==> config.mk <==
export PLATFORM = sky130hd
export DESIGN_NAME = mem_access_unit
export DESIGN_NICKNAME = d
export VERILOG_FILES = /design/src/rtl/mem_access_unit.sv
export SDC_FILE = /design/constraint.sdc
export NUM_CORES = 1
export LEC_CHECK = 0
export CAP_MARGIN = 20
export CORE_MARGIN = 3
export CORE_UTILIZATION = 57
export DETAILED_ROUTE_END_ITERATION = 6
export DONT_BUFFER_PORTS = 1
export PLACE_DENSITY = 0.75
export SLEW_MARGIN = 25
export SYNTH_ARGS = -nofsm -noshare
export SYNTH_HDL_FRONTEND = slang
export SYNTH_SLANG_ARGS = --single-unit
==> constraint.sdc <==
create_clock -name clk -period 1.43 [get_ports clk]
set_input_delay 0.143 -clock clk [delete_from_list [all_inputs] [get_ports clk]]
set_output_delay 0.143 -clock clk [all_outputs]
set_load 0.02 [all_outputs]
==> src/rtl/mem_access_unit.sv <==
`default_nettype none
// ============================================================================
//  Module      : mem_access_unit
//  Description : Memory stage behind the ALU. Runs one req/ack access per
//                lb/lh/lw/sb/sh/sw, sign-extends loads, drives byte lanes for
//                stores, and passes non-memory opcodes through in one cycle.
//  Revision    : 1.0 - initial release
// ============================================================================
module mem_access_unit #(
  parameter int TIMEOUT = 255
) (
  input  logic        clk,
  input  logic        reset,
  input  logic        in_valid,
  output logic        in_ready,
  input  logic [5:0]  opcode,
  input  logic [31:0] ALU_result,
  input  logic [31:0] rt_reg,
  output logic        mem_req,
  output logic        mem_we,
  output logic [31:0] mem_addr,
  output logic [3:0]  mem_be,
  output logic [31:0] mem_wdata,
  input  logic        mem_ack,
  input  logic [31:0] mem_rdata,
  output logic        out_valid,
  output logic [31:0] load_data,
  output logic        misaligned,
  output logic        bus_error
);

  localparam logic [5:0] C_OP_LB = 6'h20;
  localparam logic [5:0] C_OP_LH = 6'h21;
  localparam logic [5:0] C_OP_LW = 6'h23;
  localparam logic [5:0] C_OP_SB = 6'h28;
  localparam logic [5:0] C_OP_SH = 6'h29;
  localparam logic [5:0] C_OP_SW = 6'h2B;

  localparam int             CNT_W      = $clog2(TIMEOUT + 1);
  localparam logic [CNT_W-1:0] C_CNT_LAST = CNT_W'(TIMEOUT - 1);

  // Access size encoding kept with the latched request
  localparam logic [1:0] C_SZ_BYTE = 2'd0;
  localparam logic [1:0] C_SZ_HALF = 2'd1;
  localparam logic [1:0] C_SZ_WORD = 2'd2;

  typedef enum logic [1:0] {
    S_IDLE   = 2'd0,
    S_ACCESS = 2'd1,
    S_RESP   = 2'd2
  } state_t;

  state_t             state_q, state_d;
  logic [CNT_W-1:0]   cnt_q, cnt_d;
  logic               req_q, req_d;
  logic               we_q, we_d;
  logic [31:0]        addr_q, addr_d;
  logic [3:0]         be_q, be_d;
  logic [31:0]        wdata_q, wdata_d;
  logic [1:0]         size_q, size_d;
  logic [1:0]         lo_q, lo_d;
  logic               ovalid_q, ovalid_d;
  logic [31:0]        load_q, load_d;
  logic               mis_q, mis_d;
  logic               berr_q, berr_d;

  logic               w_is_load, w_is_store, w_mis;
  logic [1:0]         w_size;
  logic [3:0]         w_be;
  logic [31:0]        w_wdata;
  logic [7:0]         w_byte;
  logic [15:0]        w_half;
  logic [31:0]        w_ext;

  // Decode the incoming opcode into size, direction, alignment and lane layout
  always_comb begin
    w_is_load  = (opcode == C_OP_LB) || (opcode == C_OP_LH) || (opcode == C_OP_LW);
    w_is_store = (opcode == C_OP_SB) || (opcode == C_OP_SH) || (opcode == C_OP_SW);
    w_size     = C_SZ_WORD;
    w_be       = 4'b1111;
    w_wdata    = rt_reg;
    w_mis      = (ALU_result[1:0] != 2'b00);
    if (opcode == C_OP_LB || opcode == C_OP_SB) begin
      w_size = C_SZ_BYTE;
      w_mis  = 1'b0;
    end else if (opcode == C_OP_LH || opcode == C_OP_SH) begin
      w_size = C_SZ_HALF;
      w_mis  = ALU_result[0];
    end
    if (opcode == C_OP_SB) begin
      w_be    = 4'b0001 << ALU_result[1:0];
      w_wdata = {4{rt_reg[7:0]}};
    end else if (opcode == C_OP_SH) begin
      w_be    = ALU_result[1] ? 4'b1100 : 4'b0011;
      w_wdata = {2{rt_reg[15:0]}};
    end
  end

  // Select and sign-extend the addressed byte/half of the returned word
  always_comb begin
    case (lo_q)
      2'd0:    w_byte = mem_rdata[7:0];
      2'd1:    w_byte = mem_rdata[15:8];
      2'd2:    w_byte = mem_rdata[23:16];
      default: w_byte = mem_rdata[31:24];
    endcase
    w_half = lo_q[1] ? mem_rdata[31:16] : mem_rdata[15:0];
    case (size_q)
      C_SZ_BYTE: w_ext = {{24{w_byte[7]}}, w_byte};
      C_SZ_HALF: w_ext = {{16{w_half[15]}}, w_half};
      default:   w_ext = mem_rdata;
    endcase
  end

  // Next-state and output logic; response flags default low so they pulse once
  always_comb begin
    state_d  = state_q;
    cnt_d    = cnt_q;
    req_d    = req_q;
    we_d     = we_q;
    addr_d   = addr_q;
    be_d     = be_q;
    wdata_d  = wdata_q;
    size_d   = size_q;
    lo_d     = lo_q;
    ovalid_d = 1'b0;
    load_d   = 32'd0;
    mis_d    = 1'b0;
    berr_d   = 1'b0;
    case (state_q)
      S_IDLE: begin
        if (in_valid) begin
          if ((w_is_load || w_is_store) && !w_mis) begin
            state_d = S_ACCESS;
            cnt_d   = '0;
            req_d   = 1'b1;
            we_d    = w_is_store;
            addr_d  = {ALU_result[31:2], 2'b00};
            be_d    = w_be;
            wdata_d = w_wdata;
            size_d  = w_size;
            lo_d    = ALU_result[1:0];
          end else begin
            state_d  = S_RESP;
            ovalid_d = 1'b1;
            mis_d    = (w_is_load || w_is_store) && w_mis;
          end
        end
      end
      S_ACCESS: begin
        cnt_d = cnt_q + 1'b1;
        // An ack in the final allowed cycle still completes the access
        if (mem_ack) begin
          state_d  = S_RESP;
          req_d    = 1'b0;
          we_d     = 1'b0;
          ovalid_d = 1'b1;
          load_d   = we_q ? 32'd0 : w_ext;
        end else if (cnt_q == C_CNT_LAST) begin
          state_d  = S_RESP;
          req_d    = 1'b0;
          we_d     = 1'b0;
          ovalid_d = 1'b1;
          berr_d   = 1'b1;
        end
      end
      default: begin
        state_d = S_IDLE;
      end
    endcase
  end

  // State and output registers with synchronous reset
  always_ff @(posedge clk) begin
    if (reset) begin
      state_q  <= S_IDLE;
      cnt_q    <= '0;
      req_q    <= 1'b0;
      we_q     <= 1'b0;
      addr_q   <= 32'd0;
      be_q     <= 4'd0;
      wdata_q  <= 32'd0;
      size_q   <= C_SZ_BYTE;
      lo_q     <= 2'd0;
      ovalid_q <= 1'b0;
      load_q   <= 32'd0;
      mis_q    <= 1'b0;
      berr_q   <= 1'b0;
    end else begin
      state_q  <= state_d;
      cnt_q    <= cnt_d;
      req_q    <= req_d;
      we_q     <= we_d;
      addr_q   <= addr_d;
      be_q     <= be_d;
      wdata_q  <= wdata_d;
      size_q   <= size_d;
      lo_q     <= lo_d;
      ovalid_q <= ovalid_d;
      load_q   <= load_d;
      mis_q    <= mis_d;
      berr_q   <= berr_d;
    end
  end

  assign in_ready   = (state_q == S_IDLE);
  assign mem_req    = req_q;
  assign mem_we     = we_q;
  assign mem_addr   = addr_q;
  assign mem_be     = be_q;
  assign mem_wdata  = wdata_q;
  assign out_valid  = ovalid_q;
  assign load_data  = load_q;
  assign misaligned = mis_q;
  assign bus_error  = berr_q;

endmodule
`default_nettype wire

==> results by group, run 1 <==
Outcome
  – Status: complete, but fails checks
  – Failing checks: negative hold slack, negative setup slack

Floorplanning
  – Core ar.: 8380 um2
  – Initial core utilization: 59.9%
  – Die W: 99.9 um
  – Row count: 33
  – Die span in y: 99.9 um
  – Die area: 9970 um2
  – Ports: 212

STA
  – Worst slew margin: 56.9%
  – Clock skew: 0.00777 ns
  – RSZ-0062 raised after global routing: true
  – Final Max Slew Viols: 0
  – Final Setup Violations: 38
  – Final hold vios: 85
  – Post-route setup slack: -0.154 ns
  – Setup_tns: -1.60 ns
  – Achievable Freq: 631 MHz
  – Min Hold Slack: -0.297 ns
  – Fin crit share: 111%
  – Least-Margin Pin Slew: 0.647 ns
  – Post-layout min period: 1.58 ns

Clock network
  – Cts bufs inserted: 17
  – Clk sink count: 117
  – Clock transition at the registers of the reported paths: 0.06 ns
  – Worst skew pair latency: 0.52 ns
  – Clock Tree Buf Depth: 2
  – H-tree lvl count: 4
  – CTS tree: done
  – Clk root buf: clkbuf_8

Global route
  – Grt total ovfl: 0
  – Largest net degree at the start of global routing: 86
  – Initial antenna violation count: 0
  – Vias in the first global route: 4850
  – First-pass GRT wire length: 24.9 mm
  – Gr usage total: 31.6%

Drt
  – Detail Route Antenna Nets: 0
  – Final wirelength: 18.5 mm
  – Starting DRT DRC Count: 591
  – Via/cell ratio: 6.97
  – DRC: 0
  – DR WL/cell: 24.4 um
  – Vias: 5287
  – First drt pass iteration count: 7

Finish
  – Most common cell after layout, fill and taps aside: dfxtp_1
  – Most frequent cells in the layout: dfxtp_1, a21oi_1, nand2_1
  – ANT cells: 0
  – Nets@finish: 748
  – Share of cells above drive strength 1: 22.8%
  – Fin area: 6740 um2
  – Core Util, Final: 80.4%
  – Area growth syn-to-layout: 34.1%

Setup path
  – Slowest CP cell: dfxtp_1
  – Setup CP Type: reg -> reg
  – CP Cell Sequence: nor2_1 > a21oi_2 > a21oi_1
  – Critical Path RT: 1.80 ns
  – Startpoint Class: register
  – Crit. End Element: register
  – Worst Path Arrival: 1.95 ns
  – Crit-path max FO: 8
  – Crit path largest cell delay: 0.56 ns

Placement
  – IO buf count: 0
  – Final HPWL DP: 10.1 mm
  – Area post-placement: 5360 um2
  – GP Congestion: 0.863

Synth
  – Area share of the largest cell type after synthesis: 46.6%
  – Synth top area cells: dfxtp_1, a21oi_1, o21ai_0
  – Number of flops mapped to enable cells by yosys: 0
  – Post-synthesis register bit count: 117
  – Cells after Synth: 590
  – Seq/Total Area, Yosys: 46.6%
  – Ys Warns: 0
  – Asr flop ratio synth: 0%
  – Main synth FF type: dfxtp_1
  – Area leader, netlist: dfxtp_1
  – Avg Cell Area, Syn: 8.51 um2
  – Netlist Area Pre-Place: 5020 um2
  – Cell variety after synth: 43

Power and ir drop
  – Static leakage: 2.32 nW
  – Peak VDD IR: 0.781 mV
  – PwrDens: 1230 nW/um2

Flow run
  – Max-cap violations: 0

Hold path
  – Hold Crit Class: in -> reg
[sequential cells by signal, summed over array words and instances, names as in the netlist]
signal / flops
mem_be: 4
state_q: 2
mem_we: 1
bus_error: 1
misaligned: 1
cnt_q: 8
mem_addr: 30
mem_wdata: 32
lo_q: 2
mem_req: 1
size_q: 2
out_valid: 1
load_data: 32
[power breakdown]
group	switching, mW	internal (mW)
Sequential	0.0704	3.29
Clock	1.64	2.72
Combinational	0.314	0.243
[kinds of logic after synthesis]
| family | share of synthesized area [%] |
|---|---|
| multiplexers | 2.19 |
| buffers and inverters | 6.20 |
| AND/OR/NAND/NOR | 14.1 |
| AO/OA/AOI/OAI | 30.3 |
| other | 0.0747 |
| adder cells (fa/ha/maj) | 0.498 |
| flip-flops | 46.6 |
[layer usage]
metal / track usage, % / wire length (um) / vias to the layer above
li1: - / - / 2295
met3: 9.80 / 1900 / 87
met5: 0 / 0 / -
met2: 50.2 / 9180 / 394
met1: 38.0 / 6500 / 2511
met4: 17.3 / 880 / 0
[cell usage after synthesis, types with 4 or more instances]
cell type / count
a211oi_1: 13
a21oi_1: 98
a22o_1: 10
a22oi_1: 10
a311oi_1: 16
a31oi_1: 6
buf_1: 5
buf_2: 15
buf_4: 4
clkbuf_1: 35
dfxtp_1: 117
inv_1: 15
mux2i_1: 11
nand2_1: 53
nand2b_1: 4
nand3_1: 45
nor2_1: 13
nor2b_1: 4
nor3_1: 7
nor4_1: 4
o2111ai_1: 8
o21ai_0: 47
o221a_2: 5
o22ai_1: 10
o32ai_1: 9
[metrics by stage]
stage | cells | total power [mW] | worst slack (ns)
floorplan | 591 | 3.74 | 0.00321
global placement | 682 | 3.80 | -0.0472
detailed placement | 682 | 3.81 | -0.151
CTS | 748 | 8.16 | 0.00737
global route | 758 | 8.44 | -0.162
finish | 758 | 8.28 | -0.154
[worst max-delay path: cells and delay by family (launching register included)]
kind | cells | cell delay (ns)
flops | 1 | 0.56
simple gates | 1 | 0.19
compound gates | 2 | 0.68
[worst paths after layout]
kind	startpoint	slack (ns)	cells past startpoint	to
min reg2reg	cnt_q[7]	0.52	1	cnt_q[7]
max	size_q[1]	-0.15	3	load_data[14]
min	reset	-0.30	1	mem_wdata[11]
max reg2reg	size_q[1]	-0.15	3	load_data[14]
[timing repair]
item                       4_1_cts  5_1_grt
gates resized for setup         11       60
cloned                           1        6
setup buffers                    0        4
hold buffers                    33        1
pin swaps                        3       31
setup endpoints to repair       41       64
hold endpoints to repair       116       85
[area by class of cell]
class	count	area, um2
Clock buffer	18	428
Clock inverter	14	176
Fill cell	511	1650
Inverter	15	60.1
Multi-Input combinational cell	400	2640
Sequential cell	117	2350
Tap cell	105	131
Timing Repair Buffer	89	951
No activity file was read; power rests on OpenSTA's default activity.
==> run 2, diff against run 1 <==
--- a/config.mk
+++ b/config.mk
@@ -8,9 +8,11 @@
 export CAP_MARGIN = 20
 export CORE_MARGIN = 3
 export CORE_UTILIZATION = 57
+export CTS_CLUSTER_DIAMETER = 30
 export DETAILED_ROUTE_END_ITERATION = 6
 export DONT_BUFFER_PORTS = 1
 export PLACE_DENSITY = 0.75
+export SETUP_SLACK_MARGIN = 0.1
 export SLEW_MARGIN = 25
 export SYNTH_ARGS = -nofsm -noshare
 export SYNTH_HDL_FRONTEND = slang
==> run 2 against run 1 <==
Effect of this change: the flow still finishes with violations (negative hold slack, negative setup slack); flip-flop and latch count is the same; routed wire length up 10%; critical path depth is 2 higher; combinational power grew 8.1%; via count up 2.4%; clock skew up 0.0054 ns; critical path type unchanged; non-clock buffer count did not move; register-to-register slack got worse by 0.02 ns; final cell count rose by 0.13%; cell area rose by 3.0%.
==> results by group, run 2 (same netlist as run 1, synthesis figures left out) <==
Outcome
  – Status: complete, but fails checks
  – Failing checks: negative hold slack, negative setup slack

Setup path
  – Setup CP Type: reg -> reg
  – Crit-path max FO: 7
  – Startpoint Class: register
  – Crit. End Element: register
  – Worst Path Arrival: 2.07 ns
  – Critical Path RT: 1.90 ns

STA
  – Least-Margin Pin Slew: 0.585 ns
  – Worst slew margin: 60.9%
  – Final Setup Violations: 18
  – Min Hold Slack: -0.327 ns
  – Final Max Slew Viols: 0
  – Clock skew: 0.0131 ns
  – Post-layout min period: 1.60 ns
  – Post-route setup slack: -0.169 ns
  – Fin crit share: 112%
  – Achievable Freq: 625 MHz
  – RSZ-0062 raised after global routing: true
  – Final hold vios: 84

Clock network
  – Hold-fix buffers at CTS: 33
  – Cts bufs inserted: 17
  – Clk root buf: clkbuf_8
  – Clock Tree Buf Depth: 2
  – H-tree lvl count: 4
  – CTS tree: done
  – Clock transition at the registers of the reported paths: 0.07 ns
  – Worst skew pair latency: 0.53 ns
  – Clk sink count: 117

Global route
  – Vias in the first global route: 4915
  – First-pass GRT wire length: 25.0 mm
  – Grt total ovfl: 0
  – Largest net degree at the start of global routing: 86
  – Initial antenna violation count: 0
  – Gr usage total: 31.5%

Finish
  – Multi-input gate area: 2750 um2
  – Most frequent cells in the layout: dfxtp_1, a21oi_1, nand2_1
  – Filler cells: 454
  – Share of cells above drive strength 1: 27.7%
  – Final cell count without fillers: 759
  – Most common cell after layout, fill and taps aside: dfxtp_1
  – Storage element area: 2360 um2
  – Fin area: 6940 um2
  – Core Util, Final: 82.8%
  – Area growth syn-to-layout: 38.2%
  – Nets@finish: 748

Placement
  – Cells after DPL: 678
  – IO buf count: 0
  – GP Congestion: 0.893
  – Area post-placement: 5320 um2
  – Final HPWL DP: 10.0 mm

Floorplanning
  – Die span in y: 99.9 um
  – Initial core utilization: 59.9%
  – Ports: 212
  – Row count: 33
  – Die W: 99.9 um
  – Core ar.: 8380 um2
  – Die area: 9970 um2

Drt
  – First drt pass iteration count: 6
  – Vias: 5414
  – Starting DRT DRC Count: 486
  – Detail Route Antenna Nets: 0
  – DR WL/cell: 26.8 um
  – DRC: 0
  – Final wirelength: 20.3 mm
  – Via/cell ratio: 7.13

Power and ir drop
  – Final Total Pwr: 8.74 mW
  – Peak VDD IR: 0.791 mV
  – PwrDens: 1260 nW/um2
  – Static leakage: 2.37 nW

Flow run
  – Max-cap violations: 0

Hold path
  – Hold Crit Class: in -> reg
## run 2: cell count changes in the layout (fill, tap and decap cells not counted), moves of 3 or more
cell,previous run,this run
a21oi_2,15,29
o21ai_0,41,44
nor3_1,6,1
a311oi_2,1,4
buf_6,6,10
dfxtp_1,113,110
a311oi_1,15,12
nand3_1,38,43
a21oi_1,82,65
nand3_4,3,0
nor3_2,1,5
o21ai_1,6,3
a21oi_4,1,4
## run 2: worst paths after layout
check | start | endpoint | slack (ns) | cells past startpoint
setup / recovery | lo_q[1] | load_data[12] | -0.17 | 5
hold / removal | reset | cnt_q[2] | -0.33 | 1
setup reg to reg | lo_q[1] | load_data[12] | -0.17 | 5
hold reg to reg | cnt_q[7] | cnt_q[7] | 0.53 | 1
## run 2: repair_timing
action | 4_1_cts | 5_1_grt
cloned | 1 | 5
pin swaps | 9 | 18
setup endpoints to repair | 72 | 110
setup buffers | 2 | 7
endpoints found under the hold margin | 116 | 84
gates resized for setup | 24 | 83
## run 2: layer usage
metal	routed length, um	part of all wire, %	track usage (%)
met1	6600	32	35.9
met2	9900	49	52.1
met3	2440	12	11.5
met4	1400	6.9	15.7
met5	0	0	0
## run 2: power by group
| part | internal [mW] | switching, mW |
|---|---|---|
| sequential | 3.29 | 0.0702 |
| clock | 3.08 | 1.70 |
| combinational | 0.258 | 0.344 |
| total | 6.62 | 2.12 |
## run 2: final cells by class
type / instances / area share, %
Clock buffer: 18 / 6.17
Antenna cell: 1 / 0.0361
Multi-Input combinational cell: 400 / 39.6
Timing Repair Buffer: 89 / 14.2
Inverter: 15 / 0.811
Tap cell: 105 / 1.89
Clock inverter: 14 / 3.23
Sequential cell: 117 / 34.0
## run 2: worst max-delay path, cell delays in order (launching register included)
cell and delay [ns]:
dfxtp_2 0.36, buf_4 0.14, nor2b_2 0.35, a22o_1 0.39, a22oi_2 0.14, a21oi_2 0.16
## run 2: per-stage QoR
| step | TNS [ns] | setup slack (ns) |
|---|---|---|
| after CTS | 0 | 0.0395 |
| final | -0.834 | -0.169 |
| after global routing | -2.48 | -0.331 |
| after floorplan | 0 | 0.0172 |
| after global placement | -1.11 | -0.0629 |
| after detailed placement | -4.34 | -0.207 |
